$ cat src/rtl/mux16_rr_if.sv
// Requester-bank / scheduler bundle for the shared 16:1 mux.
// With MUX16_LOCK_EN defined, a lock input is added that pins the current grant.
interface mux16_rr_if;
  logic [15:0] req;
  logic [15:0] din;
  logic [3:0]  sel;
  logic [15:0] grant;
  logic        grant_valid;
  logic        dout;
  logic        dout_valid;
  logic [3:0]  dout_ch;
`ifdef MUX16_LOCK_EN
  logic        lock;

  modport master (output req, din, lock,
                  input  sel, grant, grant_valid, dout, dout_valid, dout_ch);
  modport slave  (input  req, din, lock,
                  output sel, grant, grant_valid, dout, dout_valid, dout_ch);
`else
  modport master (output req, din,
                  input  sel, grant, grant_valid, dout, dout_valid, dout_ch);
  modport slave  (input  req, din,
                  output sel, grant, grant_valid, dout, dout_valid, dout_ch);
`endif
endinterface

$ cat src/rtl/mux16_rr_scheduler.sv
// Round-robin owner of one 16:1 single-bit mux, with a registered, qualified data sample.
// Optional MUX16_LOCK_EN: lock input suppresses the hold-limit forced release.
//
// state | meaning
// IDLE  | no grant; next edge with any req picks the winner at/after ptr
// GRANT | grant = 1<<sel; released on req drop or hold limit with others waiting
module mux16_rr_scheduler #(
  parameter int MAX_HOLD  = 8,
  parameter int PTR_RESET = 0
) (
  input  logic       clk,
  input  logic       rst_n,
  mux16_rr_if.slave  bus
);

  typedef enum logic {IDLE, GRANT} state_t;

  localparam logic [7:0] HOLD_LAST = 8'(MAX_HOLD - 1);

  state_t      state_q, state_nxt;
  logic [3:0]  sel_q, sel_nxt;
  logic [3:0]  ptr_q, ptr_nxt;
  logic [7:0]  hold_q, hold_nxt;
  logic        dout_q, dv_q;
  logic [3:0]  dch_q;
  logic [3:0]  winner, idx;
  logic        found;
  logic        gv;
  logic [15:0] grant;
  logic        lock_ok;

`ifdef MUX16_LOCK_EN
  assign lock_ok = ~bus.lock;
`else
  assign lock_ok = 1'b1;
`endif

  assign gv    = (state_q == GRANT);
  assign grant = gv ? (16'h0001 << sel_q) : 16'h0000;

  // First requester at or above ptr, wrapping 15 -> 0.
  always_comb begin
    winner = 4'd0;
    found  = 1'b0;
    idx    = 4'd0;
    for (int i = 0; i < 16; i++) begin
      idx = ptr_q + 4'(i);
      if (!found && bus.req[idx]) begin
        winner = idx;
        found  = 1'b1;
      end
    end
  end

  always_comb begin
    state_nxt = state_q;
    sel_nxt   = sel_q;
    ptr_nxt   = ptr_q;
    hold_nxt  = hold_q;
    case (state_q)
      IDLE: begin
        if (found) begin
          state_nxt = GRANT;
          sel_nxt   = winner;
          hold_nxt  = 8'd0;
        end
      end
      GRANT: begin
        if (!bus.req[sel_q] ||
            (lock_ok && hold_q == HOLD_LAST && (bus.req & ~grant) != 16'h0000)) begin
          state_nxt = IDLE;
          ptr_nxt   = sel_q + 4'd1;
          hold_nxt  = 8'd0;
        end else if (hold_q != HOLD_LAST) begin
          hold_nxt = hold_q + 8'd1;
        end
      end
      default: state_nxt = IDLE;
    endcase
  end

  always_ff @(posedge clk or negedge rst_n) begin
    if (!rst_n) begin
      state_q <= IDLE;
      sel_q   <= 4'd0;
      ptr_q   <= 4'(PTR_RESET);
      hold_q  <= 8'd0;
    end else begin
      state_q <= state_nxt;
      sel_q   <= sel_nxt;
      ptr_q   <= ptr_nxt;
      hold_q  <= hold_nxt;
    end
  end

  // Sample follows the pre-edge select, so dout trails grant_valid by one cycle.
  always_ff @(posedge clk or negedge rst_n) begin
    if (!rst_n) begin
      dout_q <= 1'b0;
      dv_q   <= 1'b0;
      dch_q  <= 4'd0;
    end else begin
      dout_q <= bus.din[sel_q];
      dv_q   <= gv;
      dch_q  <= sel_q;
    end
  end

  assign bus.sel         = sel_q;
  assign bus.grant       = grant;
  assign bus.grant_valid = gv;
  assign bus.dout        = dout_q;
  assign bus.dout_valid  = dv_q;
  assign bus.dout_ch     = dch_q;

endmodule
$ cat src/flat_wrapper.sv
// flat-port wrapper written by rule: the top's interface ports become plain ports
module mux16_rr_scheduler_flat 
#(
  parameter int MAX_HOLD  = 8,
  parameter int PTR_RESET = 0
)
  (clk, rst_n, bus_req, bus_din, bus_sel, bus_grant, bus_grant_valid, bus_dout, bus_dout_valid, bus_dout_ch);
  mux16_rr_if bus_i ();
  input  logic clk;
  input  logic rst_n;
  input wire logic [$bits(bus_i.req)-1:0] bus_req;
  input wire logic [$bits(bus_i.din)-1:0] bus_din;
  output wire logic [$bits(bus_i.sel)-1:0] bus_sel;
  output wire logic [$bits(bus_i.grant)-1:0] bus_grant;
  output wire logic [$bits(bus_i.grant_valid)-1:0] bus_grant_valid;
  output wire logic [$bits(bus_i.dout)-1:0] bus_dout;
  output wire logic [$bits(bus_i.dout_valid)-1:0] bus_dout_valid;
  output wire logic [$bits(bus_i.dout_ch)-1:0] bus_dout_ch;
  assign bus_i.req = bus_req;
  assign bus_i.din = bus_din;
  assign bus_sel = bus_i.sel;
  assign bus_grant = bus_i.grant;
  assign bus_grant_valid = bus_i.grant_valid;
  assign bus_dout = bus_i.dout;
  assign bus_dout_valid = bus_i.dout_valid;
  assign bus_dout_ch = bus_i.dout_ch;
  mux16_rr_scheduler #(.MAX_HOLD(MAX_HOLD), .PTR_RESET(PTR_RESET)) u_core (.clk(clk), .rst_n(rst_n), .bus(bus_i));
endmodule
$ cat config.mk
export PLATFORM = sky130hd
export DESIGN_NAME = mux16_rr_scheduler_flat
export DESIGN_NICKNAME = d
export VERILOG_FILES = /design/src/rtl/mux16_rr_if.sv /design/src/rtl/mux16_rr_scheduler.sv /design/src/flat_wrapper.sv
export SDC_FILE = /design/constraint.sdc
export NUM_CORES = 1
export LEC_CHECK = 0
export CAP_MARGIN = 20
export CORE_MARGIN = 2
export CORE_UTILIZATION = 50
export DETAILED_ROUTE_END_ITERATION = 10
export PLACE_DENSITY = 0.75
export SLEW_MARGIN = 30
export SYNTH_ARGS = -nofsm -noshare
export SYNTH_HDL_FRONTEND = slang
export SYNTH_SLANG_ARGS = --single-unit
$ cat constraint.sdc
create_clock -name clk -period 5.5 [get_ports clk]
set_input_delay 1.1 -clock clk [delete_from_list [all_inputs] [get_ports clk]]
set_output_delay 1.1 -clock clk [all_outputs]
set_load 0.02 [all_outputs]
==> impl_metrics.json, run 1 <==
{
  "grt_pass1_vias": 3590,
  "synth_cell_type_count": 70,
  "yosysMostFrequentCell": "nand2_1",
  "drt_first_pass_iters": 5,
  "postRouteAntennaNets": 0,
  "ys_ff_latch": 23,
  "die_h_um": 90.6,
  "nFillCells": 670,
  "finalSetupViolCount": 0,
  "tns_ns": 0,
  "ys_warn_count": 0,
  "critical_path.cell_chain": "clkdlybuf4s50_1 -> mux2_1 -> mux4_2 -> mux2i_1 -> nand4_1 -> nor4_4 -> nand2_2 -> o31ai_4 -> a311oi_1 -> a41o_1",
  "root_buffer": "clkbuf_8",
  "max_slew_margin_pct": 40.7,
  "ios": 61,
  "cp.arrival_ns": 4.80,
  "dpl.hpwl_mm": 8.94,
  "ys.flop_type": "dfrtp_1",
  "grt_max_degree": 35,
  "clock_sinks": 23,
  "n_antenna_cell": 0,
  "synth_edf_count": 0,
  "worstSetupStartpointType": "input port",
  "cp.required_ns": 5.65,
  "clk_latency_ns": 0.26,
  "portBuffers": 60,
  "endpoint_kind": "flop",
  "holdPathEnd": "u_core.hold_q[7]$_DFFE_PN0P_",
  "min_path_type": "reg -> reg",
  "layout-drive-gt1-share_pct": 15.2,
  "synth_area_um2": 3750,
  "async_flop_share_pct": 100,
  "synth.top_cell.area_share_pct": 19.2,
  "finalCritPeriodShare_pct": 84.5,
  "tightest_slew_ns": 0.890,
  "vias": 3747,
  "drt-total-wl_mm": 11.6,
  "antenna_found_initial": 0,
  "drc": 0,
  "ctsResizeCount": 0,
  "via_per_inst": 6.55,
  "grt_pass1_wl_mm": 19.2,
  "cts_hold_buf": 0,
  "cts_tree": "done",
  "path_max_fanout": 9,
  "route.detailed.wl_per_inst_um": 20.3,
  "reg2reg_from": "u_core.ptr_q[1]$_DFFE_PN0P_",
  "yosys-top-cells-area": "mux4_2, dfrtp_1, mux2i_1",
  "critPathKind": "in -> reg",
  "drtIter0Drc": 426,
  "critPathSlowestCell": "clkdlybuf4s50_1",
  "layout_min_cycle_time_ns": 4.65,
  "rrSetupSlack_ns": 0.88,
  "cts_setup_buffers": 0,
  "syn_to_final_growth_pct": 19.0,
  "start_util_pct": 51.7,
  "finalClockSkew_ns": 0.00337,
  "postSynthAreaPerCell_um2": 8.86,
  "setup.worst_path.start": "bus_req[9]",
  "num_rows": 31,
  "syn_nets": 471,
  "yosysSeqAreaShare_pct": 15.4,
  "r2r_end": "u_core.hold_q[1]$_DFFE_PN0P_",
  "coreArea_um2": 7250,
  "seq_area_um2": 576,
  "cp_top_family": "multiplexers",
  "worstHoldStart": "u_core.hold_q[7]$_DFFE_PN0P_",
  "rsz0062_at_grt": "false",
  "reg2regPathDepth": 11,
  "cts_buffer_depth": 2,
  "netlist_top_cells_count": "nand2_1, mux4_2, nor2_1",
  "grt-ovfl-total": 0,
  "synth_top_area_cell": "mux4_2",
  "fp.dieW_um": 90.6,
  "multi_input_area_um2": 2970,
  "hold_depth": 2,
  "maxClockFrequency_mhz": 215,
  "postSynthCellCount": 423,
  "max_stage_delay_ns": 0.55,
  "status": "finished clean",
  "cts_buffers": 3,
  "htree_levels": 1,
  "finalMaxSlewViolations": 0,
  "die_area_um2": 8210,
  "clk_pin_slew_ns": 0.08,
  "num-nets-final": 522,
  "place.gp.congestion": 0.966,
  "path_buf_inv": 1,
  "track_usage_pct": 28.7,
  "hold_viol": 0,
  "max-cap-violations": 0
}
layout make-up:
type / instances / share of cell area (%)
clock buffers: 3 / 0.925
repair buffers: 68 / 14.7
multi-input cells: 353 / 66.5
flip-flops and latches: 23 / 12.9
inverters: 25 / 2.10
well taps: 99 / 2.78
clock inverters: 1 / 0.112
flip-flops by register name (all words and copies together) (netlist names):
register                cells
u_core.bus.sel              4
u_core.ptr_q                4
u_core.bus.dout_valid       1
u_core.hold_q               8
u_core.bus.dout_ch          4
u_core.bus.grant_valid      1
u_core.bus.dout             1
cells in the final DEF (no fill, tap or decap), drive strengths merged, types with 6 or more instances in the layout:
cell type / count
nor2: 32
ha: 14
dfrtp: 23
and3: 10
o22ai: 6
xnor2: 7
o21ai: 25
and2: 8
inv: 24
mux2i: 29
xor2: 10
mux2: 18
a31oi: 7
mux4: 32
a21oi: 19
buf: 9
nand4: 6
clkdlybuf4s50: 59
nand3: 10
nor3: 6
nand2: 44
tightest hold or removal path: stages, from the launching register on:
cell and delay (ns):
dfrtp_1 0.37, xnor2_1 0.12, nor2_1 0.04
how the worst max path moves through the flow:
stage / to / slack, ns / cells after the start
2_1_floorplan: u_core.hold_q[1]$_DFFE_PN0P_ / 1.05 / 17
3_3_place_gp: u_core.hold_q[1]$_DFFE_PN0P_ / 0.71 / 10
3_5_place_dp: u_core.hold_q[1]$_DFFE_PN0P_ / 0.61 / 10
4_1_cts: u_core.hold_q[1]$_DFFE_PN0P_ / 0.88 / 10
5_1_grt: u_core.hold_q[1]$_DFFE_PN0P_ / 0.58 / 10
6_report: u_core.hold_q[1]$_DFFE_PN0P_ / 0.85 / 10
routing by layer:
metal | global-route usage, % | vias up | routed length [um] | part of all wire, %
met1 | 40.3 | 1789 | 4840 | 42
met3 | 5.01 | 24 | 1060 | 9.1
met4 | 8.46 | 0 | 295 | 2.5
li1 | - | 1722 | - | -
met5 | 0 | - | 0 | 0
met2 | 45.3 | 212 | 5420 | 47
per-stage QoR:
stage / cells / instance area, um^2 / setup slack [ns] / hold WS, ns / utilization, %
5_1_grt: 572 / 4460 / 0.580 / 0.604 / 61.5
4_1_cts: 572 / 4460 / 0.882 / 0.560 / 61.5
2_1_floorplan: 423 / 3750 / 1.05 / 0.511 / -
3_5_place_dp: 568 / 4420 / 0.606 / 0.542 / 60.9
3_3_place_gp: 568 / 4420 / 0.706 / 0.539 / 60.9
6_report: 572 / 4460 / 0.851 / 0.563 / 61.5
cells by family (layout without fill, tap and decap cells):
logic type | Yosys count | count (layout) | share of synthesized area, %
DFF | 23 | 23 | 15.4
adders and majority gates | 14 | 14 | 4.67
xor gates and xnor gates | 17 | 17 | 3.97
and+or+nand+nor | 137 | 137 | 18.2
buffers and inverters | 47 | 97 | 5.51
AOI/OAI and AO/OA | 106 | 106 | 19.6
muxes | 79 | 79 | 32.7
Power of run 1 is not shown: default switching activity piles up to over one toggle a cycle in this logic, so the estimate is an artifact.
==> inputs of run 2 (changes only) <==
Settings changed: PLACE_DENSITY 0.75 to 0.78.
Clock period 5.5 ns to 4 ns, I/O delays scaled along.
==> impl_metrics.json, run 2 (same netlist as run 1, synthesis figures left out) <==
{
  "status": "finished clean",
  "drc": 0,
  "antenna_found_initial": 0,
  "layout_min_cycle_time_ns": 3.83,
  "maxClockFrequency_mhz": 261,
  "drt_first_pass_iters": 5,
  "worstSetupStartpointType": "input port",
  "placed_cells": 622,
  "layout-drive-gt1-share_pct": 24.5,
  "htree_levels": 1,
  "syn_to_final_growth_pct": 31.0,
  "rrSetupSlack_ns": 0.17,
  "place.gp.congestion": 1.01,
  "largest_register": "u_core.hold_q",
  "clk_pin_slew_ns": 0.08,
  "cts_hold_buf": 0,
  "finalClockSkew_ns": 0.00240,
  "nFillCells": 608,
  "finalMaxSlewViolations": 0,
  "min_path_type": "in -> async",
  "cts_tree": "done",
  "cts_buffers": 3,
  "cp.required_ns": 4.19,
  "max_slew_margin_pct": 39.5,
  "endpoint_kind": "flop",
  "grt_max_degree": 35,
  "root_buffer": "clkbuf_8",
  "rsz0062_at_grt": "false",
  "ios": 61,
  "fp.dieW_um": 90.6,
  "largest_reg_flops": 8,
  "dpl_cell_area_um2": 4860,
  "tightest_slew_ns": 0.908,
  "die_h_um": 90.6,
  "grt_pass1_vias": 3975,
  "grt_pass1_wl_mm": 20.7,
  "hold_viol": 0,
  "whs_ns": 0.494,
  "drtIter0Drc": 364,
  "max-cap-violations": 0,
  "track_usage_pct": 31.0,
  "grt-ovfl-total": 0,
  "cp.arrival_ns": 4.02,
  "ctsResizeCount": 0,
  "critPathSlowestCell": "mux4_2",
  "clock_sinks": 23,
  "coreArea_um2": 7250,
  "cts_setup_buffers": 0,
  "postRouteAntennaNets": 0,
  "critical_path.cell_chain": "clkdlybuf4s50_1 -> mux2_1 -> mux4_2 -> mux2i_1 -> nand2b_1 -> nor4_4 -> nand2_2 -> o31ai_4 -> buf_4 -> nand2_2 -> o21ai_1",
  "die_area_um2": 8210,
  "via_per_inst": 6.36,
  "critPathKind": "in -> reg",
  "dpl.hpwl_mm": 10.1,
  "num-nets-final": 576,
  "start_util_pct": 51.7,
  "final_common_cell": "buf_4",
  "route.detailed.wl_per_inst_um": 19.9,
  "num_rows": 31,
  "n_antenna_cell": 0,
  "portBuffers": 60,
  "vias": 3979,
  "final_cell_mix": "buf_4, clkdlybuf4s50_1, nand2_1",
  "max_stage_delay_ns": 0.56,
  "clk_latency_ns": 0.27,
  "crit_top_cell": "nand2_2",
  "fin_cells": 626,
  "cts_buffer_depth": 2,
  "finalCritPeriodShare_pct": 95.7,
  "tns_ns": 0,
  "drt-total-wl_mm": 12.4,
  "design_area_um2": 4910,
  "path_max_fanout": 7,
  "finalSetupViolCount": 0
}
[run 2: cell count changes in the layout (fill, tap and decap cells not counted), sizes merged]
cell  before  now
buf        9   63
[run 2: worst max-delay path: cells and delay by family]
kind | cells | cell delay [ns]
simple gates | 4 | 0.75
compound gates | 2 | 0.43
mux | 3 | 1.33
buf+inv | 2 | 0.70
[run 2: per-layer routing]
layer | up-vias | GRT usage, % | share of wire, % | wire (um)
met1 | 1911 | 42.9 | 41 | 5130
met5 | - | 0 | 0 | 0
met4 | 0 | 10.9 | 3.2 | 398
met2 | 204 | 50.9 | 48 | 6010
li1 | 1828 | - | - | -
met3 | 36 | 3.01 | 7.3 | 910
[run 2: final cells by class]
class                           instances  area [um^2]  share of cell area, %
Multi-Input combinational cell        353         2990                   61.0
Timing Repair Buffer                  122         1070                   21.9
Sequential cell                        23          576                   11.7
Tap cell                               99          124                   2.52
Inverter                               25         96.3                   1.96
Clock buffer                            3         41.3                  0.841
Clock inverter                          1         5.00                  0.102
[run 2: path summary, 6_finish.rpt]
kind	end	startpoint	cells past startpoint
max in group asynchronous	u_core.ptr_q[1]$_DFFE_PN0P_	rst_n	1
min	u_core.bus.grant_valid$_DFF_PN0_	rst_n	1
min reg2reg	u_core.hold_q[1]$_DFFE_PN0P_	u_core.hold_q[1]$_DFFE_PN0P_	1
max	u_core.hold_q[0]$_DFFE_PN0P_	bus_req[9]	11
min in group clk	u_core.hold_q[1]$_DFFE_PN0P_	u_core.hold_q[1]$_DFFE_PN0P_	1
max reg2reg	u_core.hold_q[0]$_DFFE_PN0P_	u_core.ptr_q[1]$_DFFE_PN0P_	12
[run 2: through the flow]
step                      utilization, %  setup slack, ns
after floorplan                        -          -0.0265
after CTS                           67.7            0.222
after global routing                67.7           0.0361
after detailed placement            67.1          -0.0298
final                               67.7            0.172
after global placement              67.1           0.0411
Power of run 2 is left out for the same reason.
